==> src/rtl/sumsq.sv <==
`default_nettype none
// ============================================================================
// Module      : sumsq
// Description : Sequential sum-of-squares unit, A^2 + B^2, built from two
//               16-step shift-add squarings into a 33-bit accumulator. The
//               result is handed to a downstream square-root stage through
//               REG_OUT plus a one-cycle CHP_OUT start pulse, held back while
//               that stage reports SQ_BUSY.
//               Optional feature macro: SUMSQ_SIGNED_EN. When it is defined,
//               the operands are two's complement and their magnitudes are
//               squared. When it is undefined, the operands are unsigned and
//               REG_OUT saturates to 0xFFFF_FFFF on accumulator overflow.
// Revision    : 1.0 - initial release
// ============================================================================
module sumsq (
  input  logic        CLK,
  input  logic        RST,
  input  logic        START,
  input  logic [15:0] A_IN,
  input  logic [15:0] B_IN,
  input  logic        SQ_BUSY,
  output logic [31:0] REG_OUT,
  output logic        CHP_OUT,
  output logic        BUSY
);

  typedef enum logic [1:0] {
    S_IDLE = 2'd0,
    S_SQ_A = 2'd1,
    S_SQ_B = 2'd2,
    S_WAIT = 2'd3
  } state_t;

  localparam logic [3:0]  c_LAST_STEP = 4'd15;
  localparam logic [31:0] c_SAT_VAL   = 32'hFFFF_FFFF;

  state_t      r_state;
  logic [15:0] r_a_mag;
  logic [15:0] r_b_mag;
  logic [32:0] r_acc;
  logic [3:0]  r_iter;
  logic [31:0] r_reg_out;
  logic        r_chp;
  logic        r_busy;

  logic [15:0] w_a_mag;
  logic [15:0] w_b_mag;
  logic [15:0] w_cur_mag;
  logic [32:0] w_addend;
  logic [31:0] w_result;

`ifdef SUMSQ_SIGNED_EN
  // Magnitude of a two's complement operand; 0x8000 maps onto 32768, which
  // still fits in 16 unsigned bits, so no extra magnitude bit is needed.
  assign w_a_mag  = A_IN[15] ? (~A_IN + 16'd1) : A_IN;
  assign w_b_mag  = B_IN[15] ? (~B_IN + 16'd1) : B_IN;
  // Two squares of at most 32768 sum to at most 0x8000_0000, so bit 32 of
  // the accumulator can never be set here.
  assign w_result = r_acc[31:0];
`else
  assign w_a_mag  = A_IN;
  assign w_b_mag  = B_IN;
  // Two full-scale unsigned squares overflow 32 bits; clamp instead of wrap.
  assign w_result = r_acc[32] ? c_SAT_VAL : r_acc[31:0];
`endif

  // The operand being squared in the current phase; SQ_A squares A, SQ_B B.
  assign w_cur_mag = (r_state == S_SQ_B) ? r_b_mag : r_a_mag;

  // One shift-add step: the multiplicand shifted by the step index, gated by
  // the multiplier bit of the same index (the operand is its own multiplier).
  assign w_addend  = w_cur_mag[r_iter] ? ({17'd0, w_cur_mag} << r_iter) : 33'd0;

  // Control FSM with registered outputs; both squares accumulate in r_acc.
  always_ff @(posedge CLK or negedge RST) begin
    if (!RST) begin
      r_state   <= S_IDLE;
      r_a_mag   <= 16'd0;
      r_b_mag   <= 16'd0;
      r_acc     <= 33'd0;
      r_iter    <= 4'd0;
      r_reg_out <= 32'd0;
      r_chp     <= 1'b0;
      r_busy    <= 1'b0;
    end else begin
      // The start pulse is only ever one cycle wide.
      r_chp <= 1'b0;
      case (r_state)
        S_IDLE: begin
          if (START) begin
            r_a_mag <= w_a_mag;
            r_b_mag <= w_b_mag;
            r_acc   <= 33'd0;
            r_iter  <= 4'd0;
            r_busy  <= 1'b1;
            r_state <= S_SQ_A;
          end
        end
        S_SQ_A: begin
          r_acc  <= r_acc + w_addend;
          r_iter <= r_iter + 4'd1;
          if (r_iter == c_LAST_STEP) begin
            r_state <= S_SQ_B;
          end
        end
        S_SQ_B: begin
          r_acc  <= r_acc + w_addend;
          r_iter <= r_iter + 4'd1;
          if (r_iter == c_LAST_STEP) begin
            r_state <= S_WAIT;
          end
        end
        S_WAIT: begin
          // Hand over only when the square-root stage can take a new job.
          if (!SQ_BUSY) begin
            r_reg_out <= w_result;
            r_chp     <= 1'b1;
            r_busy    <= 1'b0;
            r_state   <= S_IDLE;
          end
        end
        default: begin
          r_state <= S_IDLE;
          r_busy  <= 1'b0;
        end
      endcase
    end
  end

  assign REG_OUT = r_reg_out;
  assign CHP_OUT = r_chp;
  assign BUSY    = r_busy;

endmodule
`default_nettype wire

==> config.mk <==
export PLATFORM = sky130hd
export DESIGN_NAME = sumsq
export DESIGN_NICKNAME = d
export VERILOG_FILES = /design/src/rtl/sumsq.sv
export SDC_FILE = /design/constraint.sdc
export NUM_CORES = 1
export LEC_CHECK = 0
export ABC_AREA = 1
export ABC_CLOCK_PERIOD_IN_PS = 3200
export CAP_MARGIN = 20
export CORE_MARGIN = 8
export CORE_UTILIZATION = 53
export DETAILED_ROUTE_END_ITERATION = 16
export GPL_TIMING_DRIVEN = 0
export HOLD_SLACK_MARGIN = 0.15
export PLACE_DENSITY_LB_ADDON = 0.08
export REMOVE_ABC_BUFFERS = 1
export SYNTH_ARGS = -nofsm -noshare
export SYNTH_HDL_FRONTEND = slang
export SYNTH_SLANG_ARGS = --single-unit
==> constraint.sdc <==
create_clock -name CLK -period 3.2 [get_ports CLK]
set_input_delay 0.64 -clock CLK [delete_from_list [all_inputs] [get_ports CLK]]
set_output_delay 0.64 -clock CLK [all_outputs]
set_load 0.01 [all_outputs]
==> flow_summary.yaml <==
status:
  status: "finished with violations"
  failed_checks: "setup timing"
placed_design:
  dpl.hpwl_microns: 15000
  io_buffer_count: 69
  place.gp.congestion: 0.925
yosys:
  synth_most_common_cell: "nand2_1"
  yosysUniqueCellTypes: 35
  synth_common_cells: "nand2_1 (505), inv_1 (145), nor2_1 (130)"
  ys_async_sr_fraction_pct: 100
  synth-edff-count: 0
  ys_ff_latch: 105
  syn_area_per_cell_sq_um: 6.26
  syn_area_sq_mm: 0.00772
  yosysTopAreaCellShare_pct: 34.0
  yosys.area.top_type: "dfrtp_1"
  synth_cells: 1232
  yosys_warnings: 0
  synth_seq_area_share_pct: 34.0
  yosys_most_used_dff: "dfrtp_1"
  ys_top_cells_by_area: "dfrtp_1 (34%), nand2_1 (25%), inv_1 (7.1%), nor2_1 (6.3%), ha_1 (5.8%)"
timing:
  layout_min_cycle_time_ps: 3250
  maxSlewHeadroom_pct: 26.2
  finalSetupTns_ps: -154
  final-setup-viol-count: 6
  fin_skew_ps: 14.5
  setup_ws_ps: -54.7
  period_share_pct: 102
  tightestPinTransition_ps: 1110
  hold_violations: 0
  final_max_slew_viol_count: 0
  fmax_ghz: 0.307
  rsz0062_at_grt: "true"
floorplanning:
  start_util_pct: 53.7
  die_height_microns: 137
  coreArea_sq_mm: 0.0144
  die_area_sq_mm: 0.0187
  io_pins: 70
  fp.dieW_microns: 137
  rows: 44
clock_tree:
  ctsHoldBuffers: 0
  numCtsBuffers: 9
  path_clk_slew_ps: 80
  ctsLongestPathBuffers: 2
  clk_latency_ps: 360
  cts_tree: "done"
  cts_num_sinks: 105
  root_buffer: "clkbuf_16"
  htreeDepth: 3
worst_setup_path:
  startpoint_type: "flop"
  path_common_cell: "nor2_4"
  path_cells: "clkinvlp_4 -> nand3_2 -> nor2_4 -> nor2_4 -> buf_12 -> nor2_4 -> ha_4 -> nand2_4 -> nor2_4 -> nand2_2 -> nor4_4 -> nand2_2 -> nand2_1 -> nand2_1 -> nand3_1 -> nand2_1"
  cp_top_family: "simple AND/OR/NAND/NOR gates"
  worstPathArrival_ps: 3510
  critPathRequiredTime_ps: 3450
  cp_slowest_stage_delay_ps: 800
  path_max_fanout: 19
  criticalPathCategory: "reg2reg"
  cp-end-kind: "flop"
  path_buf_inv: 2
  cp_slowest_cell: "dfrtp_1"
hold_path:
  hold_class: "in2async"
grt:
  top_usage_layer: "met2"
  grt_antenna_before_repair: 0
  use_met2_pct: 38.7
  grt-ovfl-total: 0
  grt_start_max_net_pins: 62
  grt_pass1_vias: 7335
  use_met3_pct: 2.68
  grtUsageTotal_pct: 23.2
  use_met1_pct: 30.2
  grt_pass1_wl_microns: 34900
routing:
  drc: 0
  first_pass_iters: 5
  vias: 7954
  viasPerCell: 5.27
  drt_first_iter_violations: 718
  wl_per_cell_microns: 14.7
  ant_nets: 0
  drt_wl_total_microns: 22200
cells_and_area:
  final-seq-area_sq_mm: 0.00264
  drive_above_1_share_pct: 25.4
  finish.net_count: 1393
  n_fill_cell: 1133
  insertedDiodeCount: 0
  multi_input_area_sq_mm: 0.00554
  area_growth_pct: 35.2
  final_core_util_pct: 72.6
run:
  maxCapViolCount: 0
## logic make-up (layout without fill, tap and decap cells)
kind of cell / after synthesis / count (layout) / synth area share, %
simple gates: 770 / 770 / 40.8
compound gates: 130 / 130 / 9.21
fa+ha+maj: 37 / 37 / 6.10
flops: 105 / 105 / 34.0
buf+inv: 190 / 283 / 9.89
## flip-flops by register name (all words and copies together) (netlist names)
signal,flops
r_acc,33
REG_OUT,32
r_a_mag,16
r_b_mag,16
r_iter,4
r_state,2
BUSY,1
CHP_OUT,1
## what timing repair did
item                       CTS  global route
hold endpoints to repair     0             0
cloned                       3             1
setup endpoints to repair   32            31
resized for setup          113           208
pin swaps                   45            99
setup buffers               27            16
## layout make-up
type / instances / share of cell area (%)
Timing Repair Buffer: 116 / 11.1
Clock inverter: 6 / 0.408
Tap cell: 184 / 2.21
Sequential cell: 105 / 25.3
Inverter: 148 / 5.57
Multi-Input combinational cell: 937 / 53.1
Clock buffer: 10 / 2.19
Timing Repair inverter: 3 / 0.168
## routing by layer
layer,share of wire [%],up-vias
li1,-,4010
met1,46,3668
met2,47,223
met3,4.5,53
met4,3.0,0
met5,0,-
## through the flow
step	instance area [sq um]	cells	setup WS [ps]	hold WS, ps
after floorplan	7510	1190	-180	344
after global placement	8440	1443	-2400	454
after detailed placement	8530	1447	-1150	458
after CTS	9530	1493	-13.6	297
after global routing	10400	1509	-215	332
final	10400	1509	-54.7	274
## worst register-to-register path: cells and delay by family, from the launching register on
family	cells	cell delay, ps
flops	1	800
simple gates	13	1430
buf+inv	2	610
fa+ha+maj	1	310
## cell usage in the layout (no fill, tap or decap), types with 5 or more instances in the layout
master	n
ha_4	25
clkbuf_16	9
clkdlybuf4s50_1	68
a21oi_4	5
inv_2	15
o21ai_2	14
nand3_1	74
ha_1	9
nor2_2	13
dfrtp_1	102
nand2_2	85
nor2_1	100
nand2_1	396
clkinvlp_4	6
nand3_2	14
o21ai_0	26
nand3b_1	5
a21oi_2	16
a21oi_1	56
buf_4	37
or2_1	8
nor2_4	32
inv_1	125
nand2_4	25
## final timing paths
path | from | to | slack [ps] | cells after the start
worst min-delay path | RST | r_b_mag[4]$_DFFE_PN0P_ | 270 | 1
max in group asynchronous | RST | r_acc[14]$_DFFE_PN0P_ | 2230 | 2
worst max-delay path | r_iter[3]$_DFFE_PN0P_ | r_acc[30]$_DFFE_PN0P_ | -50 | 16
worst max register to register | r_iter[3]$_DFFE_PN0P_ | r_acc[30]$_DFFE_PN0P_ | -50 | 16
min in group CLK | r_a_mag[4]$_DFFE_PN0P_ | r_a_mag[4]$_DFFE_PN0P_ | 480 | 2
worst min register to register | r_a_mag[4]$_DFFE_PN0P_ | r_a_mag[4]$_DFFE_PN0P_ | 480 | 2
Power is not shown: default switching activity piles up to over one toggle a cycle in this logic, so the estimate is an artifact.
